File: src/rtl/game_pkg.sv
// Shared types and widths for the game flow sequencer.
package game_pkg;

  typedef enum logic [2:0] {
    S_TITLE = 3'd0,
    S_SPAWN = 3'd1,
    S_PLAY  = 3'd2,
    S_PAUSE = 3'd3,
    S_DEATH = 3'd4,
    S_CLEAR = 3'd5,
    S_OVER  = 3'd6,
    S_WIN   = 3'd7
  } game_state_t;

  localparam int LIVES_W = 3;
  localparam int LEVEL_W = 4;

  // States whose exit is timed by the frame delay counter.
  function automatic logic is_delay_state(input game_state_t s);
    return (s == S_SPAWN) || (s == S_DEATH) || (s == S_CLEAR);
  endfunction

endpackage

File: src/rtl/frame_delay.sv
// Frame-tick pause counter: counts ticks since clr, flags the DELAY_FRAMES-th tick.
module frame_delay #(
  parameter int DELAY_FRAMES = 90
) (
  input  logic clk,
  input  logic rst_n,
  input  logic clr,
  input  logic tick,
  output logic done
);

  localparam int CNT_W = $clog2(DELAY_FRAMES + 1);

  logic [CNT_W-1:0] cnt_q, cnt_d;

  assign done = tick && (cnt_q == CNT_W'(DELAY_FRAMES - 1));

  // clr has priority so the timeout tick that causes a state change restarts at zero.
  always_comb begin
    cnt_d = cnt_q;
    if (clr) begin
      cnt_d = '0;
    end else if (tick) begin
      cnt_d = cnt_q + CNT_W'(1);
    end
  end

  always_ff @(posedge clk or negedge rst_n) begin
    if (!rst_n) begin
      cnt_q <= '0;
    end else begin
      cnt_q <= cnt_d;
    end
  end

endmodule

File: src/rtl/game_flow_ctrl.sv
// Game flow sequencer: title/spawn/play/pause/death/clear/over/win, owning lives and level.
module game_flow_ctrl
  import game_pkg::*;
#(
  parameter int LIVES_INIT   = 3,
  parameter int NUM_LEVELS   = 4,
  parameter int DELAY_FRAMES = 90
) (
  input  logic               clk,
  input  logic               rst_n,
  input  logic               frame_tick,
  input  logic               start_btn,
  input  logic               pause_btn,
  input  logic               player_hit,
  input  logic               wave_cleared,
  input  logic               invaders_landed,
  output logic               play_en,
  output logic               wave_load,
  output logic               player_respawn,
  output logic [LIVES_W-1:0] lives,
  output logic [LEVEL_W-1:0] level,
  output game_state_t        state,
  output logic               game_lost,
  output logic               game_won
);

  game_state_t        state_q, state_d;
  logic [LIVES_W-1:0] lives_q, lives_d;
  logic [LEVEL_W-1:0] level_q, level_d;
  logic               wave_load_q, wave_load_d;
  logic               player_respawn_q, player_respawn_d;
  logic               play_en_q, play_en_d;
  logic               game_lost_q, game_lost_d;
  logic               game_won_q, game_won_d;

  logic delay_clr, delay_tick, delay_done;

  assign delay_tick = frame_tick && is_delay_state(state_q);
  assign delay_clr  = (state_d != state_q);

  frame_delay #(
    .DELAY_FRAMES(DELAY_FRAMES)
  ) u_frame_delay (
    .clk  (clk),
    .rst_n(rst_n),
    .clr  (delay_clr),
    .tick (delay_tick),
    .done (delay_done)
  );

  always_comb begin
    state_d          = state_q;
    lives_d          = lives_q;
    level_d          = level_q;
    wave_load_d      = 1'b0;
    player_respawn_d = 1'b0;
    case (state_q)
      S_TITLE: begin
        if (start_btn) begin
          state_d          = S_SPAWN;
          lives_d          = LIVES_W'(LIVES_INIT);
          level_d          = '0;
          wave_load_d      = 1'b1;
          player_respawn_d = 1'b1;
        end
      end
      S_SPAWN: begin
        if (delay_done) state_d = S_PLAY;
      end
      S_PLAY: begin
        if (invaders_landed) begin
          state_d = S_OVER;
          lives_d = '0;
        end else if (player_hit) begin
          // lives<=1 also covers a zero count so the counter can never wrap.
          if (lives_q <= LIVES_W'(1)) begin
            state_d = S_OVER;
            lives_d = '0;
          end else begin
            state_d = S_DEATH;
            lives_d = lives_q - LIVES_W'(1);
          end
        end else if (wave_cleared) begin
          state_d = (level_q == LEVEL_W'(NUM_LEVELS - 1)) ? S_WIN : S_CLEAR;
        end else if (pause_btn) begin
          state_d = S_PAUSE;
        end
      end
      S_PAUSE: begin
        if (pause_btn) begin
          state_d = S_PLAY;
        end else if (start_btn) begin
          state_d = S_TITLE;
        end
      end
      S_DEATH: begin
        if (delay_done) begin
          state_d          = S_SPAWN;
          player_respawn_d = 1'b1;
        end
      end
      S_CLEAR: begin
        if (delay_done) begin
          state_d          = S_SPAWN;
          wave_load_d      = 1'b1;
          player_respawn_d = 1'b1;
          if (level_q != LEVEL_W'(NUM_LEVELS - 1)) level_d = level_q + LEVEL_W'(1);
        end
      end
      S_OVER, S_WIN: begin
        if (start_btn) state_d = S_TITLE;
      end
      default: state_d = S_TITLE;
    endcase
    play_en_d   = (state_d == S_PLAY);
    game_lost_d = (state_d == S_OVER);
    game_won_d  = (state_d == S_WIN);
  end

  always_ff @(posedge clk or negedge rst_n) begin
    if (!rst_n) begin
      state_q          <= S_TITLE;
      lives_q          <= LIVES_W'(LIVES_INIT);
      level_q          <= '0;
      wave_load_q      <= 1'b0;
      player_respawn_q <= 1'b0;
      play_en_q        <= 1'b0;
      game_lost_q      <= 1'b0;
      game_won_q       <= 1'b0;
    end else begin
      state_q          <= state_d;
      lives_q          <= lives_d;
      level_q          <= level_d;
      wave_load_q      <= wave_load_d;
      player_respawn_q <= player_respawn_d;
      play_en_q        <= play_en_d;
      game_lost_q      <= game_lost_d;
      game_won_q       <= game_won_d;
    end
  end

  assign state          = state_q;
  assign lives          = lives_q;
  assign level          = level_q;
  assign wave_load      = wave_load_q;
  assign player_respawn = player_respawn_q;
  assign play_en        = play_en_q;
  assign game_lost      = game_lost_q;
  assign game_won       = game_won_q;

endmodule

File: config.mk
export PLATFORM = sky130hd
export DESIGN_NAME = game_flow_ctrl
export DESIGN_NICKNAME = d
export VERILOG_FILES = /design/src/rtl/game_pkg.sv /design/src/rtl/frame_delay.sv /design/src/rtl/game_flow_ctrl.sv
export SDC_FILE = /design/constraint.sdc
export NUM_CORES = 1
export LEC_CHECK = 0
export BUFFER_PORTS_ARGS = -buffer_cell sky130_fd_sc_hd__buf_2
export CAP_MARGIN = 20
export CORE_MARGIN = 4
export CORE_UTILIZATION = 40
export DETAILED_ROUTE_END_ITERATION = 10
export GPL_TIMING_DRIVEN = 0
export PLACE_DENSITY = 0.68
export SETUP_SLACK_MARGIN = 0.02
export SLEW_MARGIN = 0
export SYNTH_ARGS = -nofsm -noshare
export SYNTH_HDL_FRONTEND = slang
export SYNTH_SLANG_ARGS = --single-unit
export TNS_END_PERCENT = 10
File: constraint.sdc
create_clock -name clk -period 2.55 [get_ports clk]
set_input_delay 0.255 -clock clk [delete_from_list [all_inputs] [get_ports clk]]
set_output_delay 0.255 -clock clk [all_outputs]
set_load 0.02 [all_outputs]
# == Word-level counts from Yosys, hierarchy flattened ==
# Index checks and enable logic that the tools add are counted.
# W data, S select, Z words.
# totals
regBits,22
inputBits,8
output_inout_bits,15
elab_cells,70
# classes
n_addsub,3
n_lt_le_gt_ge,1
eq_ne,18
n_mux,27
n_reduce_logical,12
# ops
op,n
$mux W3,13
$eq A3 B3 Y1 const B,6
$pmux W3 S6,1
$mux W7,2
$mux W4,3
$eq A3 B2 Y1 const B,3
$pmux W4 S2,1
$add A7 B1 Y7 const B,1
$eq A7 B7 Y1 const B,1
$pmux W3 S2,1
$reduce_bool A2 Y1,3
$add A4 B1 Y4 const B,1
$eq A4 B2 Y1 const B,1
$mux W2,2
$ne A2 B2 Y1 const B,2
$ne A4 B2 Y1 const B,1
$pmux W1 S2,2
$reduce_and A4 Y1,1
$reduce_or A2 Y1,2
$eq A3 B1 Y1 const B,1
$le A3 B1 Y1 const B,1
$logic_not A3 Y1,1
$ne A3 B3 Y1,1
$ne A3 B3 Y1 const B,1
6 further kinds,9

# == Depth between registers and ports, before layout ==
# logic_depth
depth_word,9
depth_mapped,8
mapped_depth_nobuf,7

# == By module ==
# Synthesis repeated with hierarchy kept, for this count alone.
# hier_totals
hier_cells,129
area_unflattened_um2,1224.9
# modules_own_cells
mod,n_inst,cells_per_inst,area_each_um2,seq_area_each_um2
game_flow_ctrl,1,94,862.1,377.9
frame_delay,1,35,362.8,175.2

# == Least setup slack after synthesis ==
# No wires, ideal clock.
# synth_path
kind,flip-flop to flip-flop
startpoint,register lives_q[0] (netlist: lives[0])
endpoint,register u_frame_delay.cnt_q[1]
setup_ns,0.107
arrival_time_ns,2.007
t_required_ns,2.443
setup_slack_ns,0.436
path_stages_with_launch,7
n_path_buf,0
period_less_slack_ns,2.114
cell_sequence,dfstp_2 > ha_1 > o21bai_1 > a211oi_1 > or4_1 > a32o_2 > a2111oi_4
# synth_via
elab_chain_cells,7
# synth_lines
item,line,source
from (decl),game_flow_ctrl.sv:28,"logic [LIVES_W-1:0] lives_q, lives_d;"
from (signal assigned),game_flow_ctrl.sv:123,lives_q <= LIVES_W'(LIVES_INIT);
from (signal assigned),game_flow_ctrl.sv:132,lives_q <= lives_d;
$le A3 B1 Y1 (*),game_flow_ctrl.sv:76,if (lives_q <= LIVES_W'(1)) begin
$mux W2 (*),game_flow_ctrl.sv:76,
$mux W3 (*),game_flow_ctrl.sv:74,end else if (player_hit) begin
$mux W3 (*),game_flow_ctrl.sv:71,if (invaders_landed) begin
$pmux W3 S6 (*),game_flow_ctrl.sv:57,case (state_q)
$ne A3 B3 Y1 (*),game_flow_ctrl.sv:39,assign delay_clr = (state_d != state_q);
$mux W7 / $reduce_bool A2 Y1 (equally long branches),--,
to (signal assigned),frame_delay.sv:32,cnt_q <= cnt_d;
to (decl),frame_delay.sv:14,"logic [CNT_W-1:0] cnt_q, cnt_d;"
# Mark *: on every way between the ends. The rest lies on a longest branch, timed or not.
# A chain may end at the register's enable or synchronous reset.

# == Final worst setup path ==
# Same ends and word-level chain as after synthesis.

==> run summary <==
status = finished clean
most area-consuming cells after synthesis = dfrtp_1 (38%), ha_1 (4.8%), dfstp_2 (4.0%), nor2b_1 (3.8%), nor3_1 (3.8%)
Fillers = 325
Max rail drop VDD = 274 uV
most common cell after layout, fill and taps aside = buf_2
Clk pin slew, worst setup/hold paths = 0.13 ns
Final period util = 85.6%
CTS Buf Count = 3
CP Cell Sequence = ha_1 -> o21bai_1 -> a211oi_1 -> or4_1 -> a32o_2 -> a2111oi_4
slowest CP cell = dfstp_2
Hold Fails Final Rpt = 0
# nets final = 182
Port Buffers = 22
TritonCTS clock tree = yes
number of global-route vias before repair = 1085
Worst path depth = 6
asr flop ratio synth = 100%
Syn-to-layout area delta = 16.2%
CTS HTree Levels = 1
Vias per Instance = 5.38
Initial Util = 42.2%
max_slew headroom = 63.6%
row count = 20
CP endpoint kind = register
setup TNS = 0 ns
first-pass GRT wire length = 4860 microns
# diodes = 0
fin util = 49.0%
GRT Total Usage = 14.5%
Worst-Skew Late Latency = 0.32 ns
drt pass-1 iters = 4
EDFF count, synth = 0
most frequent cells in the layout = buf_2 (23), dfrtp_1 (20), nand2_1 (13), nor2_1 (11), nor3_1 (10)
die height = 65.2 microns
Crit path max-delay family = compound AO/OA/AOI/OAI gates
synthesized area = 1310 sq um
dpl hpwl = 2170 microns
Worst-Margin Slew = 0.542 ns
initial antenna violation count = 0
Die Wd = 65.2 microns
CP peak stage delay = 0.59 ns
Hold Crit Depth = 4
critical path class = reg -> reg
clk sinks = 22
Synth Area per Inst = 9.28 sq um
drt first-iter violations = 29
Hold Path Class = in -> reg
Critical R2R Launch = lives[0]
area leader, netlist = dfrtp_1
arrival time at the worst endpoint = 2.41 ns
WL final = 2870 microns
Placeable Area = 3100 sq um
synthesis-stage register bit count = 22
Layout Skew = 0.0124 ns
Ports = 23
fraction of layout cells with a size suffix above 1 = 20.2%
shortest period the worst path allows = 2.18 ns
crit path launch type = register
# Max-Cap Violations = 0
post-synth cell types = 44
Max Root-Sink Buffers = 2
fmax = 458 MHz
total number of vias = 1141
Leakage = 0.000747 uW
CP bufs+invs = 0
Req. time, crit path = 2.78 ns
wire per inst = 13.5 microns
Die Area = 4250 sq um
GPL Wtd Cong = 0.797
top_reg_cell synth = dfrtp_1
setup repair after global routing missed its margin = no
syn_nets = 154
residual DRC count = 0
yosys warns = 0
top cell type's share of synthesized area = 38.2%
final setup fails = 0
Worst Reg-to-Reg Cells = 6
Mapped Cells = 141
Max Transition Viols Final = 0
pin count of the biggest net entering global routing = 23
Antenna Nets Post-Route = 0
Root Buffer Master = clkbuf_4
Crit Path Max Fanout = 6
sequential element share of the synthesized area = 42.3%
global route total overflow = 0
min-delay src = invaders_landed
Pwr per Cell Area = 543 nW/um^2
Crit. Startpoint = lives[0]
==> final timing paths <==
kind                       slack, ns                endpoint
max reg2reg                     0.37  u_frame_delay.cnt_q[1]
max in group asynchronous       1.78                lives[1]
min                             0.30                lives[0]
min in group asynchronous       0.41  u_frame_delay.cnt_q[5]
min reg2reg                     0.55                level[0]
max                             0.37  u_frame_delay.cnt_q[1]
==> repair_timing <==
action	CTS	global route
setup buffers	0	0
endpoints found under the setup margin	0	0
hold buffers	1	0
hold endpoints to repair	20	0
resized for setup	0	0
==> synthesized netlist by cell type (all sizes together), types with 2 or more instances <==
master   number
nand3         5
dfstp         2
or3           2
a21oi         4
inv           9
o21a          2
nand4         2
or4           2
nor3b         2
nor3         10
buf           2
o21ai         4
nand2        13
o2bb2ai       2
dfrtp        20
a211oi        2
xnor2         2
and2          3
clkbuf        2
nand2b        2
mux2i         3
nor2         11
nor2b         8
ha            5
o22ai         3
xor2          3
==> final cells by class <==
| type | instances | area, sq um | area share, % |
|---|---|---|---|
| clock buffer | 4 | 36.3 | 2.39 |
| sequential | 22 | 553 | 36.4 |
| timing repair buffer | 23 | 120 | 7.90 |
| buffer | 4 | 20.0 | 1.32 |
| inverter | 9 | 33.8 | 2.22 |
| tap | 44 | 55.1 | 3.62 |
| multi-input combinational | 106 | 702 | 46.2 |
==> flip-flops by register name (all words and copies together), names as in the netlist <==
| register | count |
|---|---|
| wave_load | 1 |
| play_en | 1 |
| u_frame_delay.cnt_q | 7 |
| lives | 3 |
| game_lost | 1 |
| level | 4 |
| player_respawn | 1 |
| game_won | 1 |
| state | 3 |
==> metal layers <==
metal  vias up  share of wire [%]  GRT usage, %
met4         0                1.4          5.44
met2        38                 49          25.9
met1       539                 44          17.6
met5         -                  0             0
li1        559                  -             -
met3         5                5.4          2.05
==> stage by stage <==
stage               hold slack [ns]  instances  instance area [sq um]  setup slack [ns]  power (uW)
floorplan                   -0.0406        141                   1310             0.436         576
global placement              0.243        207                   1470             0.402         620
detailed placement            0.253        207                   1470             0.370         635
CTS                           0.287        212                   1520             0.361         836
global route                  0.315        212                   1520             0.253         877
finish                        0.296        212                   1520             0.366         826
==> where the power goes <==
part	internal, uW	total [uW]	switching (uW)
registers	398	451	53.3
clock network	87.3	198	110
logic	86.3	178	91.4
total	571	826	255
==> cell families after synthesis <==
logic type	count (synthesis)	synth area share (%)
DFF	22	42.3
AOI/OAI and AO/OA	28	16.6
and+or+nand+nor	65	26.6
buffers and inverters	13	4.11
adders and majority gates	5	4.78
xor gates and xnor gates	5	3.35
muxes	3	2.29
==> worst register-to-register path, stage by stage, from the launching register on <==
cell and delay [ns]:
dfstp_2 0.59, ha_1 0.15, o21bai_1 0.13, a211oi_1 0.12, or4_1 0.54, a32o_2 0.31
a2111oi_4 0.27
Power figures use the tool's default switching activity.
